===== config.mk =====
export PLATFORM = sky130hd
export DESIGN_NAME = ti_sar_adc_core
export DESIGN_NICKNAME = d
export VERILOG_FILES = /design/src/rtl/ti_sar_adc_core.sv
export SDC_FILE = /design/constraint.sdc
export NUM_CORES = 2
export LEC_CHECK = 0
export ABC_AREA = 1
export BUFFER_PORTS_ARGS = -buffer_cell sky130_fd_sc_hd__buf_4
export CAP_MARGIN = 20
export CORE_ASPECT_RATIO = 1.4
export CORE_MARGIN = 5
export CORE_UTILIZATION = 25
export CTS_BUF_LIST = sky130_fd_sc_hd__clkbuf_4 sky130_fd_sc_hd__clkbuf_8 sky130_fd_sc_hd__clkbuf_16
export DETAILED_ROUTE_END_ITERATION = 16
export GPL_TIMING_DRIVEN = 0
export PLACE_DENSITY_LB_ADDON = 0.1
export SETUP_SLACK_MARGIN = 0.05
export SLEW_MARGIN = 15
export SYNTH_ARGS = -nofsm -noshare
export SYNTH_HDL_FRONTEND = slang
export SYNTH_SLANG_ARGS = --single-unit

===== constraint.sdc =====
create_clock -name ADCCLK -period 3.7 [get_ports ADCCLK]
set_clock_uncertainty 0.05 [all_clocks]
set_input_delay 0.925 -clock ADCCLK [delete_from_list [all_inputs] [get_ports ADCCLK]]
set_output_delay 0.925 -clock ADCCLK [all_outputs]
set_load 0.1 [all_outputs]

===== src/rtl/ti_sar_adc_core.sv =====
// Time-interleaved SAR ADC core: WAYS round-robin bit-serial sub-ADCs
// with per-way offset trim, enable mask, frame snapshot and frame clock.
module ti_sar_adc_core #(
  parameter int WAYS = 16,
  parameter int BITS = 9,
  parameter int IN_W = 12,
  parameter int OS_W = 8
) (
  input  logic                 ADCCLK,
  input  logic                 CLKRST_N,
  input  logic [IN_W-1:0]      ADCIN,
  input  logic [WAYS*OS_W-1:0] OS,
  input  logic [WAYS-1:0]      WAYEN,
  output logic [WAYS*BITS-1:0] ADCOUT,
  output logic [WAYS*BITS-1:0] FRAME,
  output logic                 FRAME_VALID,
  output logic [WAYS-1:0]      BUSY,
  output logic                 CLKOUT_DES
);

  localparam int SW = $clog2(WAYS);
  localparam int IW = (BITS > 1) ? $clog2(BITS) : 1;
  localparam int SH = IN_W - BITS;

  if (WAYS % 2 != 0 || WAYS <= BITS || IN_W < BITS) begin : g_bad
    $error("ti_sar_adc_core: illegal WAYS/BITS/IN_W");
  end

  typedef enum logic {IDLE, CONV} state_t;

  state_t          st_q  [WAYS];
  state_t          st_d  [WAYS];
  logic [IW-1:0]   idx_q [WAYS];
  logic [IW-1:0]   idx_d [WAYS];
  logic [BITS-1:0] acc_q [WAYS];
  logic [BITS-1:0] acc_d [WAYS];
  logic [BITS-1:0] tgt_q [WAYS];
  logic [BITS-1:0] tgt_d [WAYS];
  logic [BITS-1:0] out_q [WAYS];
  logic [BITS-1:0] out_d [WAYS];

  logic [SW-1:0]        slot_q, slot_d;
  logic [WAYS*BITS-1:0] frame_q, frame_d;
  logic                 fv_q, fv_d;
  logic                 clk_q, clk_d;
  logic [BITS-1:0]      trial;

  // Saturating offset add, then keep the top BITS of the IN_W code.
  function automatic logic [BITS-1:0] target(
    input logic [IN_W-1:0] x,
    input logic [OS_W-1:0] o
  );
    logic signed [IN_W+1:0] sum;
    logic [IN_W-1:0]        s;
    sum = $signed({2'b00, x}) + (IN_W+2)'($signed(o));
    if (sum < 0) s = '0;
    else if (sum[IN_W]) s = '1;
    else s = sum[IN_W-1:0];
    return BITS'(s >> SH);
  endfunction

  always_comb begin
    slot_d = (slot_q == SW'(WAYS-1)) ? '0 : slot_q + SW'(1);
    trial  = '0;
    for (int k = 0; k < WAYS; k++) begin
      st_d[k]  = st_q[k];
      idx_d[k] = idx_q[k];
      acc_d[k] = acc_q[k];
      tgt_d[k] = tgt_q[k];
      out_d[k] = out_q[k];
      if (st_q[k] == CONV) begin
        trial = acc_q[k] | (BITS'(1) << idx_q[k]);
        if (tgt_q[k] >= trial) acc_d[k] = trial;
        if (idx_q[k] == '0) begin
          out_d[k] = acc_d[k];
          acc_d[k] = '0;
          st_d[k]  = IDLE;
        end else begin
          idx_d[k] = idx_q[k] - IW'(1);
        end
      end else if (slot_q == SW'(k)) begin
        if (WAYEN[k]) begin
          tgt_d[k] = target(ADCIN, OS[k*OS_W +: OS_W]);
          idx_d[k] = IW'(BITS-1);
          acc_d[k] = '0;
          st_d[k]  = CONV;
        end else begin
          out_d[k] = '0;
        end
      end
    end
  end

  always_comb begin
    ADCOUT = '0;
    BUSY   = '0;
    for (int k = 0; k < WAYS; k++) begin
      ADCOUT[k*BITS +: BITS] = out_q[k];
      BUSY[k] = (st_q[k] == CONV);
    end
  end

  always_comb begin
    fv_d    = (slot_q == SW'(WAYS-1));
    frame_d = fv_d ? ADCOUT : frame_q;
    clk_d   = (slot_d < SW'(WAYS/2));
  end

  assign FRAME       = frame_q;
  assign FRAME_VALID = fv_q;
  assign CLKOUT_DES  = clk_q;

  always_ff @(posedge ADCCLK or negedge CLKRST_N) begin
    if (!CLKRST_N) begin
      slot_q  <= '0;
      frame_q <= '0;
      fv_q    <= 1'b0;
      clk_q   <= 1'b0;
      for (int k = 0; k < WAYS; k++) begin
        st_q[k]  <= IDLE;
        idx_q[k] <= '0;
        acc_q[k] <= '0;
        tgt_q[k] <= '0;
        out_q[k] <= '0;
      end
    end else begin
      slot_q  <= slot_d;
      frame_q <= frame_d;
      fv_q    <= fv_d;
      clk_q   <= clk_d;
      for (int k = 0; k < WAYS; k++) begin
        st_q[k]  <= st_d[k];
        idx_q[k] <= idx_d[k];
        acc_q[k] <= acc_d[k];
        tgt_q[k] <= tgt_d[k];
        out_q[k] <= out_d[k];
      end
    end
  end

endmodule


== Yosys cells after proc, flatten, opt, wreduce, memory -nomap -nowiden ==
Cells that the tools add are included.
Word-level totals
  register bits after elaboration: 662
  latch bits: 0
  RAM bits: 0
  bits in read-only memories: 0
  input port bits: 158
  output and inout bits: 306
  logic and storage cells: 679
  memories kept: 0
Operators by class
  add/subtract/negate cells: 33
  multipliers: 0
  div/mod/pow operators: 0
  magnitude comparators: 33
  eq/ne operators: 63
  shift operators: 16
  muxes and demuxes: 305
  bitwise logic cells: 32
  reductions and logical operators: 113
Operator list (count)
  2-to-1 mux 9 bit: 144
  2-to-1 mux 12 bit: 32
  2-to-1 mux 4 bit: 65
  adder 13 x 8 -> 14 bit: 16
  less-than comparator 14 x 1 -> 1 bit (second input constant): 16
  >= comparator 9 bit: 16
  bitwise OR 9 bit: 16
  AND reduction 3 bit: 48
  << shifter 1 x 4 -> 9 bit (first input constant): 16
  zero test 4 bit: 17
  2-to-1 mux 1 bit: 64
  inequality test 2 x 1 -> 1 bit (second input constant): 32
  nonzero test 2 bit: 32
  subtractor 4 x 1 -> 4 bit (second input constant): 16
  == test 4 bit (second input constant): 8
  inequality test 2 bit (second input constant): 16
  AND reduction 2 bit: 16
  == test 4 x 3 -> 1 bit (second input constant): 4
  inverter 1 bit: 16
  == test 4 x 2 -> 1 bit (second input constant): 2
  adder 4 x 1 -> 4 bit (second input constant): 1
  == test 4 x 1 -> 1 bit (second input constant): 1
  less-than comparator 4 bit (second input constant): 1

== Logic depth before layout (Yosys ltp) ==
  depth in word-level cells: 6
  gate-level depth with buffers: 16
  gate-level depth less buffers: 16

== Worst setup path after synthesis ==
Ideal clock, no wire load.
  kind: input port to flip-flop
  from: input port ADCIN[11]
  to: register tgt_q[135] (netlist name)
  setup time: 0.116 ns
  arrival: 2.335 ns
  data required time: 3.534 ns
  path slack: 1.198 ns
  cell stages on the path: 11
  buffers on the path: 0
  path through: inv_1 ha_1 nor3_1 and2_1 nand2_1 nand2_1 nand2_1 nand2_2 nand2_1 nand2_1 nand2_1
On the way
  longest elaborated chain between the ends: 3
  elaborated cells between the ends (all ways): 4
  classes of those cells: add/sub: 1; order compare: 1; mux: 2
Ends and longest elaborated chain
  from (decl): RTL line 11  | input logic [IN_W-1:0] ADCIN,
  adder 13 x 8 -> 14 bit *: RTL line 55  | sum = $signed({2'b00, x}) + (IN_W+2)'($signed(o));
  less-than comparator 14 x 1 -> 1 bit / 2-to-1 mux 12 bit (equally long branches): RTL line 56, 57
  2-to-1 mux 12 bit *: RTL line 56  | if (sum < 0) s = '0;
  to (signal, indexed assignment): RTL line 135  | tgt_q[k] <= tgt_d[k];
  to (decl): RTL line 37  | logic [BITS-1:0] tgt_q [WAYS];
Mark *: on every way between the ends. The rest lies on a longest branch, timed or not.
A chain may end at the register's enable or synchronous reset.

== Worst setup path after layout ==
  from: register idx_q[49] (netlist name)
  to: register acc_q[116] (netlist name)
On the way
  longest elaborated chain between the ends: 6
  elaborated cells between the ends (all ways): 7
  classes of those cells: order compare: 1; shift: 1; mux: 3; bitwise: 1; reduce/logical: 1
Ends and longest elaborated chain
  from (decl): RTL line 33  | logic [IW-1:0] idx_q [WAYS];
  from (signal, indexed assignment): RTL line 133  | idx_q[k] <= idx_d[k];
  << shifter 1 x 4 -> 9 bit: RTL line 72  | trial = acc_q[k] | (BITS'(1) << idx_q[k]);
  bitwise OR 9 bit: RTL line 72
  >= comparator 9 bit: RTL line 73  | if (tgt_q[k] >= trial) acc_d[k] = trial;
  2-to-1 mux 9 bit: RTL line 73
  2-to-1 mux 9 bit *: RTL line 74  | if (idx_q[k] == '0) begin
  2-to-1 mux 9 bit *: RTL line 71  | if (st_q[k] == CONV) begin
  to (signal, indexed assignment): RTL line 134  | acc_q[k] <= acc_d[k];
  to (decl): RTL line 35  | logic [BITS-1:0] acc_q [WAYS];
Marked as above.

==> summary.md <==
| Metric | Value |
|---|---|
| Status | `complete, no violations` |
| Type of the worst setup path | `reg2reg` |
| Top cell by count, worst path | `inv_1` |
| Grt ovf | `0` |
| Top-area cell type share of the netlist area | `0.3673` |
| Commonest cells in the synthesized netlist | `nand2_1 (2510), inv_1 (854), dfrtp_1 (662)` |
| Final worst path period share | `0.8859` |
| Num rows | `184` |
| Port bufs | `462` |
| Mean post-synth cell area | `7.013 µm²` |
| Slowest cell on crit path | `a21oi_1` |
| Maximum vdd drop | `0.3933 mV` |
| Fillers | `19870` |
| Root Driver | `clkbuf_16` |
| Final ANT Viol Nets | `0` |
| Slew margin rel. | `0.4199` |
| Crit end category | `flop` |
| Hold Vio Cnt, Final | `0` |
| Worst Setup SP | `idx_q[49]` |
| # resized after CTS | `0` |
| Post-Place Cells | `9230` |
| DR WL/cell | `17.74 µm` |
| Syn Inst Count | `6431` |
| Mapped Nets | `7009` |
| Die area | `189100 µm²` |
| Min Hold Slack | `0.1687 ns` |
| Setup-failing EPs final | `0` |
| Starting Density | `0.2511` |
| Async SR Flop Fraction | `1.000` |
| Clk pin slew, worst setup/hold paths | `0.06 ns` |
| Largest net degree at the start of global routing | `89` |
| Die Y-Extent | `512.6 µm` |
| CTS buffer count | `84` |
| Fmax | `305.1 MHz` |
| Area delta synth->final | `21.53%` |
| Data required time of the critical path | `4.21 ns` |
| Max Cap Viol | `0` |
| I/O pin total | `464` |
| Slowest Stage Delay on Critical Path | `0.58 ns` |
| Setup bufs post-CTS | `0` |
| Synth cell types | `39` |
| Least-Margin Pin Slew | `0.8701 ns` |
| Crit path launch type | `flop` |
| Die W | `369.0 µm` |
| Top_reg_cell synth | `dfrtp_1` |
| Overall Global Routing Usage | `0.1727` |
| Initial antenna violation count | `27` |
| Routed wire length | `166600 µm` |
| CTS Sinks | `662` |
| Pwr dens | `667.3 nW/µm²` |
| Post-layout minimum cycle time | `3.278 ns` |
| Synth area leader | `dfrtp_1` |
| Longest Clk Path Bufs | `3` |
| Syn. warnings | `0` |
| Vias | `42260` |
| DRC viols | `0` |
| Layout cells sized above 1 | `0.1112` |
| Min-Delay Path Class | `in2async` |
| Post-synth EDFFs | `0` |
| Most frequent cell after synthesis | `nand2_1` |
| Sequential element share of the synthesized area | `0.3673` |
| Place WS | `-0.1473 ns` |
| Starting DRT DRC Count | `2324` |
| RSZ-0062 raised after global routing | `no` |
| Max-slew violations | `0` |
| First-pass GRT wire length | `255100 µm` |
| Synth area leaders | `dfrtp_1 (37%), nand2_1 (21%), ha_1 (12%)` |
| Via density | `4.500` |
| Crit-path cells | `inv_1 > ha_1 > inv_1 > nor2_1 > inv_1 > o21ai_0 > inv_1 > ha_1 > a21oi_1 > o21ai_0 > a21oi_1 > nand3_1 > o21ai_0 > nor2_1` |
| RR Startpoint | `idx_q[49]` |
| CTS tree | `built` |
| Nets | `7569` |
| Post-CTS Hold Fix Bufs | `0` |
| Final worst setup slack | `0.4222 ns` |
| Post-layout util | `0.3052` |
| Static Leak | `30.59 nW` |
| Synth Register Bits | `662` |
| Post-DP HPWL | `127800 µm` |
| Setup TNS | `0 ns` |
| Fin cells | `9393` |
| Crit Path Max Fanout | `7` |
| Worst-Skew Late Latency | `0.70 ns` |
| Synth Cell Area | `45100 µm²` |
| Worst endpoint data arrival time | `3.79 ns` |
| H-tree levels | `3` |
| Std-Cell Core Area | `179600 µm²` |
| Vias in the first global route | `42670` |
| Gp weighted congestion | `0.8421` |
| First-pass DRT Iterations | `5` |
## area by class of cell
| class | count | area [µm²] | share of cell area |
|---|---|---|---|
| inverters | 878 | 3296 | 0.06013 |
| diodes | 8 | 20.02 | 0.0003652 |
| clock buffers | 120 | 2550 | 0.04652 |
| flip-flops and latches | 662 | 16570 | 0.3022 |
| repair buffers | 474 | 3762 | 0.06864 |
| clock inverters | 35 | 459.2 | 0.008378 |
| multi-input cells | 4815 | 24890 | 0.4542 |
| well taps | 2325 | 2909 | 0.05307 |
| plain buffers | 76 | 355.3 | 0.006483 |
## report_power, final
group / internal (mW) / switching, mW
Sequential: 8.68 / 1.33
Combinational: 4.75 / 12.8
Clock: 5.45 / 3.59
## final timing paths
kind | endpoint | slack, ns | depth (start not counted)
min in group ADCCLK | FRAME[104] | 0.42 | 2
worst min register to register | FRAME[104] | 0.42 | 2
worst min-delay path | ADCOUT[106] | 0.17 | 1
max in group asynchronous | acc_q[85] | 1.24 | 5
worst max register to register | acc_q[116] | 0.42 | 14
worst max-delay path | acc_q[116] | 0.42 | 14
## worst max-delay path: cells and delay by family (launching register included)
family	cells	cell delay (ns)
buffers and inverters	4	0.35
adder cells (fa/ha/maj)	2	0.49
AO/OA/AOI/OAI	5	1.38
AND/OR/NAND/NOR	3	0.47
flip-flops	1	0.43
## cell usage in the layout (no fill, tap or decap), drive strengths merged
cell type / count
clkbuf: 158
or2: 3
a21o: 9
xnor2: 54
o21ai: 239
and3: 74
bufinv: 9
o22ai: 16
o21bai: 12
nand4: 150
and2: 20
nand3b: 81
diode: 8
a31oi: 34
buf: 512
nor3b: 7
clkinvlp: 4
nand3: 341
o211ai: 2
xor2: 20
a21oi: 306
nor2: 411
nand2: 2541
nor4: 12
clkinv: 23
dfrtp: 662
o31ai: 12
nor3: 51
ha: 420
inv: 877
## through the flow
step / power, mW / cell area, µm²
4_1_cts: 37.17 / 54780
5_1_grt: 39.46 / 54790
6_report: 36.57 / 54810
3_3_place_gp: 27.69 / 51480
3_5_place_dp: 27.76 / 51770
2_1_floorplan: 22.74 / 45100
## logic make-up (layout without fill, tap and decap cells)
family / count (synthesis) / count (layout) / synth area share
flops: 662 / 662 / 0.3673
compound gates: 630 / 630 / 0.07524
simple gates: 3691 / 3691 / 0.3457
other cells: 0 / 8 / 0
xor+xnor: 74 / 74 / 0.01437
fa+ha+maj: 420 / 420 / 0.1165
buf+inv: 954 / 1583 / 0.08090
## flip-flops by register name, summed over array words and instances, names as in the netlist
signal       count
ADCOUT         144
slot_q           4
FRAME          144
CLKOUT_DES       1
FRAME_VALID      1
BUSY            16
idx_q           64
acc_q          144
tgt_q          144
## routing by layer
metal | up-vias | track usage | routed length [µm]
li1 | 21680 | - | -
met1 | 19600 | 0.2229 | 75620
met2 | 766 | 0.2949 | 78020
met3 | 196 | 0.03426 | 8792
met4 | 18 | 0.04553 | 4109
met5 | - | 0 | 104
No activity file was read; power rests on OpenSTA's default activity.
